<file path="config.mk">
export PLATFORM = sky130hd
export DESIGN_NAME = muldiv_unit
export DESIGN_NICKNAME = d
export VERILOG_FILES = /design/src/rtl/muldiv_unit.sv
export SDC_FILE = /design/constraint.sdc
export NUM_CORES = 1
export LEC_CHECK = 0
export ABC_CLOCK_PERIOD_IN_PS = 7400
export CAP_MARGIN = 30
export CORE_AREA = 2 2 156 219
export CTS_BUF_LIST = sky130_fd_sc_hd__clkbuf_4 sky130_fd_sc_hd__clkbuf_8
export CTS_CLUSTER_SIZE = 40
export DETAILED_ROUTE_END_ITERATION = 6
export DIE_AREA = 0 0 158 221
export GPL_ROUTABILITY_DRIVEN = 0
export HOLD_SLACK_MARGIN = 0.08
export PLACE_DENSITY = 0.77
export SLEW_MARGIN = 20
export SYNTH_ARGS = -nofsm -noshare
export SYNTH_HDL_FRONTEND = slang
export SYNTH_SLANG_ARGS = --single-unit
</file>
<file path="constraint.sdc">
create_clock -name clk -period 7.4 [get_ports clk]
set_clock_uncertainty 0.15 [all_clocks]
set_input_delay 1.11 -clock clk [delete_from_list [all_inputs] [get_ports clk]]
set_output_delay 1.11 -clock clk [all_outputs]
set_load 0.01 [all_outputs]
</file>
<file path="src/rtl/muldiv_unit.sv">
`default_nettype none
// ============================================================================
//  Module   : muldiv_unit
//  Purpose  : 32-bit iterative multiply/divide unit with HI/LO result registers
//  Revision : 1.0 - initial release
// ============================================================================
module muldiv_unit (
    input  logic        clk,
    input  logic        reset_n,
    input  logic        start,
    input  logic [1:0]  op,
    input  logic [31:0] A,
    input  logic [31:0] B,
    input  logic        mthi,
    input  logic        mtlo,
    output logic [31:0] HI,
    output logic [31:0] LO,
    output logic        busy,
    output logic        done,
    output logic        dbz
);

    localparam logic [1:0] S_IDLE = 2'd0;
    localparam logic [1:0] S_RUN  = 2'd1;
    localparam logic [1:0] S_FIX  = 2'd2;

    logic [1:0]  state_q, state_d;
    logic [4:0]  cnt_q, cnt_d;
    logic [1:0]  op_q, op_d;
    logic [63:0] acc_q, acc_d;
    logic [31:0] opb_q, opb_d;
    logic [32:0] rem_q, rem_d;
    logic [31:0] quot_q, quot_d;
    logic        neg_q, neg_d;
    logic        rneg_q, rneg_d;
    logic        dbzp_q, dbzp_d;
    logic [31:0] hi_q, hi_d;
    logic [31:0] lo_q, lo_d;
    logic        done_q, done_d;
    logic        dbz_q, dbz_d;

    logic        w_signed;
    logic        w_is_div;
    logic [31:0] w_a_mag;
    logic [31:0] w_b_mag;
    logic [32:0] w_sum;
    logic [33:0] w_shift;
    logic [33:0] w_diff;
    logic [63:0] w_prod;

    assign w_signed = ~op[0];
    assign w_is_div = op[1];
    assign w_a_mag  = (w_signed && A[31]) ? (~A + 32'd1) : A;
    assign w_b_mag  = (w_signed && B[31]) ? (~B + 32'd1) : B;

    // Shift-add: add multiplicand into the upper half, then shift right with carry.
    assign w_sum    = {1'b0, acc_q[63:32]} + (acc_q[0] ? {1'b0, opb_q} : 33'd0);
    // Restoring divide: shift next dividend bit in, keep difference if non-negative.
    assign w_shift  = {rem_q, quot_q[31]};
    assign w_diff   = w_shift - {2'b00, opb_q};
    assign w_prod   = neg_q ? (~acc_q + 64'd1) : acc_q;

    always_comb begin
        state_d = state_q;
        cnt_d   = cnt_q;
        op_d    = op_q;
        acc_d   = acc_q;
        opb_d   = opb_q;
        rem_d   = rem_q;
        quot_d  = quot_q;
        neg_d   = neg_q;
        rneg_d  = rneg_q;
        dbzp_d  = dbzp_q;
        hi_d    = hi_q;
        lo_d    = lo_q;
        done_d  = 1'b0;
        dbz_d   = 1'b0;
        case (state_q)
            S_IDLE: begin
                if (mthi || mtlo) begin
                    if (mthi) hi_d = A;
                    if (mtlo) lo_d = A;
                end else if (start) begin
                    op_d   = op;
                    neg_d  = w_signed & (A[31] ^ B[31]);
                    rneg_d = w_signed & w_is_div & A[31];
                    acc_d  = {32'd0, w_a_mag};
                    quot_d = w_a_mag;
                    opb_d  = w_b_mag;
                    rem_d  = 33'd0;
                    cnt_d  = 5'd0;
                    dbzp_d = w_is_div && (B == 32'd0);
                    state_d = (w_is_div && (B == 32'd0)) ? S_FIX : S_RUN;
                end
            end
            S_RUN: begin
                if (op_q[1]) begin
                    if (!w_diff[33]) rem_d = w_diff[32:0];
                    else             rem_d = w_shift[32:0];
                    quot_d = {quot_q[30:0], ~w_diff[33]};
                end else begin
                    acc_d = {w_sum, acc_q[31:1]};
                end
                cnt_d = cnt_q + 5'd1;
                if (cnt_q == 5'd31) state_d = S_FIX;
            end
            S_FIX: begin
                state_d = S_IDLE;
                done_d  = 1'b1;
                dbz_d   = dbzp_q;
                if (!dbzp_q) begin
                    if (op_q[1]) begin
                        lo_d = neg_q  ? (~quot_q + 32'd1) : quot_q;
                        hi_d = rneg_q ? (~rem_q[31:0] + 32'd1) : rem_q[31:0];
                    end else begin
                        hi_d = w_prod[63:32];
                        lo_d = w_prod[31:0];
                    end
                end
            end
            default: state_d = S_IDLE;
        endcase
    end

    always_ff @(posedge clk or negedge reset_n) begin
        if (!reset_n) begin
            state_q <= S_IDLE;
            cnt_q   <= 5'd0;
            op_q    <= 2'd0;
            acc_q   <= 64'd0;
            opb_q   <= 32'd0;
            rem_q   <= 33'd0;
            quot_q  <= 32'd0;
            neg_q   <= 1'b0;
            rneg_q  <= 1'b0;
            dbzp_q  <= 1'b0;
            hi_q    <= 32'd0;
            lo_q    <= 32'd0;
            done_q  <= 1'b0;
            dbz_q   <= 1'b0;
        end else begin
            state_q <= state_d;
            cnt_q   <= cnt_d;
            op_q    <= op_d;
            acc_q   <= acc_d;
            opb_q   <= opb_d;
            rem_q   <= rem_d;
            quot_q  <= quot_d;
            neg_q   <= neg_d;
            rneg_q  <= rneg_d;
            dbzp_q  <= dbzp_d;
            hi_q    <= hi_d;
            lo_q    <= lo_d;
            done_q  <= done_d;
            dbz_q   <= dbz_d;
        end
    end

    assign HI   = hi_q;
    assign LO   = lo_q;
    assign busy = (state_q != S_IDLE);
    assign done = done_q;
    assign dbz  = dbz_q;

endmodule
`default_nettype wire

</file>
==> flow_summary.yaml, run 1 <==
final_layout:
  layout-drive-gt1-share_pct: 5.858
  syn_to_final_growth_pct: 14.68
  layout.nets: 2488
  design_area_um2: 20500
drt:
  first_iter_violations: 1869
  met1_length_um: 20860
  firstDrtPassIters: 6
  dr.max_layer_used: "met5"
  drc: 0
  vias: 18192
  dr_wl_met3_um: 5403
  viasPerCell: 6.451
  wl_per_cell_um: 22.10
  antenna_left: 0
  route.met2.wl_um: 30110
  drt_wl_total_um: 62320
place:
  place_area_um2: 19560
  hpwl_um: 44870
  portBuffers: 137
  place_worst_setup_slack_ns: 2.778
yosys:
  yosys_warnings: 0
  ys_seq_elements: 238
  synth_area_um2: 17880
  synthesis.nets: 2410
  synth_area_per_cell_um2: 7.889
  ys_types: 69
  ys_top_cells_by_area: "dfrtp_1 (33%), o21ai_0 (7.7%), nand2_1 (6.2%)"
  syn_inst: 2266
  synth_top_area_cell: "dfrtp_1"
  yosysSeqAreaShare_pct: 33.32
  ys.flop_type: "dfrtp_1"
  async_reset_ff_share_pct: 100.0
  synth_edf_count: 0
  synth_top_cell_area_share_pct: 33.32
  yosysMostFrequentCell: "nand2_1"
  synthTopCellsByCount: "nand2_1 (296), o21ai_0 (274), dfrtp_1 (238)"
setup_path:
  r2r_cells: 13
  arrival_ns: 4.80
  end_kind: "flip-flop"
  regToRegEndpoint: "acc_q[61]$_DFFE_PN0P_"
  regToRegSetupSlack_ns: 2.94
  worst_setup_path_start_kind: "flip-flop"
  critPathKind: "flip-flop to flip-flop"
  crit_fanout: 23
  worst_path_largest_cell_delay_ns: 0.58
  r2r-start: "acc_q[0]$_DFFE_PN0P_"
  critPathTopFamily: "compound AO/OA/AOI/OAI gates"
  slowest_stage: "o311ai_0"
  path_buf_inv: 2
  cp_cell_sequence: "inv_1 -> buf_4 -> nor2_1 -> ha_1 -> a21o_1 -> o21a_1 -> o311ai_0 -> a31oi_1 -> o22ai_1 -> o221ai_1 -> a222oi_1 -> mux2i_1 -> nand2_1"
  crit_required_ns: 7.74
timing:
  finalSetupViolations: 0
  setup_ws_ns: 2.940
  fin_tns_setup_ns: 0
  final_max_slew_viol_count: 0
  rsz0062_at_grt: "no"
  max_slew.worst_pin.slew_ns: 1.068
  period_share_pct: 60.26
  fin_crit_ns: 4.460
  hold_violations: 0
  slew_headroom_pct: 28.69
  holdWs_ns: 0.3289
  max_freq_ghz: 0.2242
clock_network:
  cts_setup_buffers: 0
  cts_resized: 0
  clock_path_buffers: 3
  clk_pin_slew_ns: 0.06
  insertion_delay_ns: 0.61
  htree_levels: 2
  numCtsBuffers: 41
  cts_hold_buf: 0
  cts_tree: "built"
  cts_sinks: 238
  clock_tree.root_cell: "clkbuf_8"
die:
  dieWidth_um: 158
  coreArea_um2: 33010
  pin_count: 138
  start_util_pct: 54.15
  die-area_um2: 34920
  rows: 79
  die_h_um: 221
hold_path:
  whs_endpoint: "opb_q[27]$_DFFE_PN0P_"
  hold_depth: 2
  min-delay-start: "opb_q[27]$_DFFE_PN0P_"
  hold_class: "flip-flop to flip-flop"
flow_run:
  max-cap-violations: 0
grt:
  grt_pass1_wl_um: 96120
  grt-ovfl-total: 0
  grt_pass1_vias: 17591
  grt_usage_pct: 35.63
  grt_max_degree: 121
  antenna_found_initial: 5
power_and_ir_drop:
  p_leak_nw: 8.560
  p_per_area_nw_per_um2: 487.1
  p_total_mw: 9.985
  vdd_drop_max_v: 0.0003235
run_status:
  outcome: "completed"
==> tightest hold or removal path, cell delays in order (launching register included) <==
cell and delay [ns]:
dfrtp_1 0.34, nand2_1 0.05, o21ai_0 0.06
==> registers in the layout, indices dropped and copies added, names as in the netlist <==
name     count
cnt_q        5
dbz          1
neg_q        1
HI          32
rem_q       33
done         1
op_q         1
opb_q       32
dbzp_q       1
acc_q       64
LO          32
quot_q      32
state_q      2
rneg_q       1
==> area by class of cell <==
| class | count | area [um^2] |
|---|---|---|
| fill | 2945 | 12510 |
| multi-input combinational | 1838 | 11250 |
| sequential | 238 | 5958 |
| timing repair buffer | 162 | 1593 |
| clock buffer | 62 | 797.0 |
| tap | 445 | 556.8 |
| inverter | 63 | 236.5 |
| clock inverter | 10 | 103.9 |
| antenna | 2 | 5.005 |
==> routing by layer <==
layer	up-vias	track usage, %
met5	-	0
met4	10	27.96
met3	333	9.224
met2	986	59.10
met1	8554	37.98
li1	8309	-
==> power breakdown <==
group / internal (mW) / switching, mW / total (mW)
Combinational: 2.30 / 3.71 / 6.02
Clock: 0.758 / 0.589 / 1.35
Sequential: 1.89 / 0.732 / 2.62
==> cells by family after synthesis <==
logic type,Yosys count,synth area share [%]
xor+xnor,231,11.32
flops,238,33.32
fa+ha+maj,73,5.194
compound gates,752,25.62
simple gates,765,19.42
mux,17,1.050
buf+inv,190,4.088
==> worst max-delay path by stage <==
| stage | slack, ns | end | cells after the start | from |
|---|---|---|---|---|
| finish | 2.94 | acc_q[61]$_DFFE_PN0P_ | 13 | acc_q[0]$_DFFE_PN0P_ |
| global route | 2.88 | acc_q[61]$_DFFE_PN0P_ | 13 | acc_q[0]$_DFFE_PN0P_ |
| CTS | 3.16 | acc_q[61]$_DFFE_PN0P_ | 13 | acc_q[0]$_DFFE_PN0P_ |
| detailed placement | 2.78 | quot_q[30]$_DFFE_PN0P_ | 10 | A[3] |
| global placement | 2.83 | quot_q[30]$_DFFE_PN0P_ | 10 | A[3] |
| floorplan | 3.74 | quot_q[30]$_DFFE_PN0P_ | 9 | A[5] |
==> placed cells by master (no fill, tap or decap), drive strengths merged, types with 41 or more instances in the layout <==
master	synthesis	routed
dfrtp	238	238
o31ai	42	42
xnor2	124	124
nor2	213	213
nand2	297	297
clkbuf	113	62
ha	71	71
clkdlybuf4s50	0	136
inv	62	63
o21ai	283	283
nand3	53	53
a21oi	179	179
nor3	41	41
xor2	107	107
==> per-stage QoR <==
stage | instances | utilization (%)
floorplan | 2266 | -
global placement | 2744 | 59.24
detailed placement | 2744 | 59.24
CTS | 2816 | 61.97
global route | 2818 | 62.08
finish | 2820 | 62.10
No activity file was read; power rests on OpenSTA's default activity.
==> run 2: changes to the inputs <==
- ABC_CLOCK_PERIOD_IN_PS: 7400 -> 4550
- clock period: 7.4 -> 4.55 ns (I/O delays scaled with it)
==> run 2 against run 1 <==
  * The run now ends with design-rule violations left
  * Sequential power rose by 64%
  * Combinational power is 66% higher
  * Core utilization rose by 0.29 points
  * Wire length grew 2.1%
  * Setup slack lost 2.5 ns
  * Total power grew 64%
  * Sequential cell count unchanged
  * Critical path type unchanged
==> flow_summary.yaml, run 2 (synthesis gave the netlist of run 1 again) <==
run_status:
  outcome: "complete, but fails checks"
  violations: "design-rule violations"
die:
  rows: 79
  die-area_um2: 34920
  start_util_pct: 54.15
  die_h_um: 221
  coreArea_um2: 33010
  dieWidth_um: 158
  pin_count: 138
setup_path:
  critPathKind: "flip-flop to flip-flop"
  end_kind: "flip-flop"
  cp-endpoint: "rem_q[1]$_DFFE_PN0P_"
  critPathMostFrequentCell: "o21ai_0"
  worst_setup_path_start_kind: "flip-flop"
  crit_fanout: 43
  r2r_cells: 10
  crit_required_ns: 4.86
  cp_cell_sequence: "ha_1 -> o211ai_1 -> a21oi_1 -> o21ai_0 -> o21ai_0 -> o21ai_0 -> o221ai_4 -> buf_12 -> mux2i_1 -> o21ai_0"
  r2r-start: "rem_q[2]$_DFFE_PN0P_"
  regToRegEndpoint: "rem_q[1]$_DFFE_PN0P_"
  critPathLaunch: "rem_q[2]$_DFFE_PN0P_"
  slowest_stage: "o21ai_0"
  arrival_ns: 4.42
  regToRegSetupSlack_ns: 0.44
  worst_path_largest_cell_delay_ns: 0.85
final_layout:
  fillers: 2976
  layout-drive-gt1-share_pct: 6.289
  multi_input_area_um2: 11250
  seq_area_um2: 5958
  reg.largest.list: "acc_q x64, rem_q x33"
  final_common_cell: "nand2_1"
  final_cell_mix: "nand2_1 (295), o21ai_0 (274), dfrtp_1 (236)"
  syn_to_final_growth_pct: 15.22
  largest_reg_flops: 64
  top_register: "acc_q"
  design_area_um2: 20600
  layout.nets: 2502
hold_path:
  hold_class: "flip-flop to flip-flop"
drt:
  drc: 1
  wl_per_cell_um: 22.47
  vias: 18441
  dr.max_layer_used: "met4"
  dr_wl_met3_um: 5142
  route.met2.wl_um: 30330
  viasPerCell: 6.512
  firstDrtPassIters: 7
  drt_wl_total_um: 63630
  antenna_left: 0
  met1_length_um: 21650
  first_iter_violations: 2132
grt:
  grt_pass1_vias: 18071
  grt_max_degree: 98
  grt_usage_pct: 36.93
  grt-ovfl-total: 0
  antenna_found_initial: 3
  grt_pass1_wl_um: 100200
clock_network:
  insertion_delay_ns: 0.60
  numCtsBuffers: 42
  cts_tree: "built"
  htree_levels: 2
  cts_resized: 0
  clk_pin_slew_ns: 0.06
  clock_path_buffers: 3
  clock_tree.root_cell: "clkbuf_8"
  cts_sinks: 238
place:
  place_area_um2: 19710
  portBuffers: 137
  hpwl_um: 46730
power_and_ir_drop:
  p_leak_nw: 8.614
  vdd_drop_max_v: 0.0006631
  p_per_area_nw_per_um2: 795.1
timing:
  finalSetupViolations: 0
  max_slew.worst_pin.slew_ns: 1.003
  fin_tns_setup_ns: 0
  final_max_slew_viol_count: 0
  rsz0062_at_grt: "no"
  hold_violations: 0
  period_share_pct: 90.31
  max_freq_ghz: 0.2434
  fin_crit_ns: 4.109
  slew_headroom_pct: 32.41
flow_run:
  max-cap-violations: 0
-- run 2: cell types whose count changed in the layout (fill, tap and decap cells not counted), moves of 2 or more --
cell      previous run  this run
clkbuf_8            53        49
buf_4               22        31
o21ai_0            272       274
buf_12               2         4
clkinv_2             7         5
o21ai_1              9         7
clkbuf_4             9        15
-- run 2: through the flow --
stage               setup WS, ns  instances  utilization [%]  total power [mW]  hold slack (ns)
global placement          0.6527       2756            59.63             13.65           0.3074
detailed placement        0.6067       2757            59.71             13.95           0.3125
global route              0.1474       2831            62.38             17.54           0.3550
floorplan                  1.205       2266                -             10.64           0.2369
CTS                       0.5597       2829            62.33             16.08           0.3253
finish                    0.4408       2832            62.39             16.38           0.3257
-- run 2: where the power goes --
part | leakage (nW) | switching, mW | total [mW] | internal [mW]
sequential | 2.95 | 1.21 | 4.29 | 3.07
clock | 0.461 | 0.941 | 2.09 | 1.15
combinational | 5.20 | 6.16 | 10.0 | 3.83
-- run 2: layout make-up --
class / instances / area share, %
antenna: 2 / 0.02430
clock buffer: 63 / 3.785
clock inverter: 8 / 0.3645
inverter: 63 / 1.148
multi-input combinational: 1838 / 54.63
sequential: 238 / 28.93
tap: 445 / 2.703
timing repair buffer: 175 / 8.420
-- run 2: routing by layer --
metal | track usage (%) | up-vias
met4 | 30.11 | 0
li1 | - | 8331
met3 | 8.989 | 386
met1 | 39.82 | 8679
met2 | 60.62 | 1045
met5 | 0 | -
-- run 2: how the worst min path moves through the flow --
stage	from	end	cells after the start
floorplan	reset_n	HI[0]$_DFFE_PN0P_	0
global placement	HI[15]$_DFFE_PN0P_	HI[15]$_DFFE_PN0P_	2
detailed placement	HI[15]$_DFFE_PN0P_	HI[15]$_DFFE_PN0P_	2
CTS	HI[15]$_DFFE_PN0P_	HI[15]$_DFFE_PN0P_	2
global route	LO[7]$_DFFE_PN0P_	LO[7]$_DFFE_PN0P_	2
finish	LO[3]$_DFFE_PN0P_	LO[3]$_DFFE_PN0P_	2
-- run 2: repair_timing --
action	CTS	global route
setup buffers	0	0
hold endpoints to repair	88	0
hold buffers	1	0
-- run 2: critical path, delay by kind of cell, from the launching register on --
family | cells | cell delay (ns)
buffers and inverters | 1 | 0.27
muxes | 1 | 0.22
DFF | 1 | 0.47
adders and majority gates | 1 | 0.40
AOI/OAI and AO/OA | 7 | 2.44
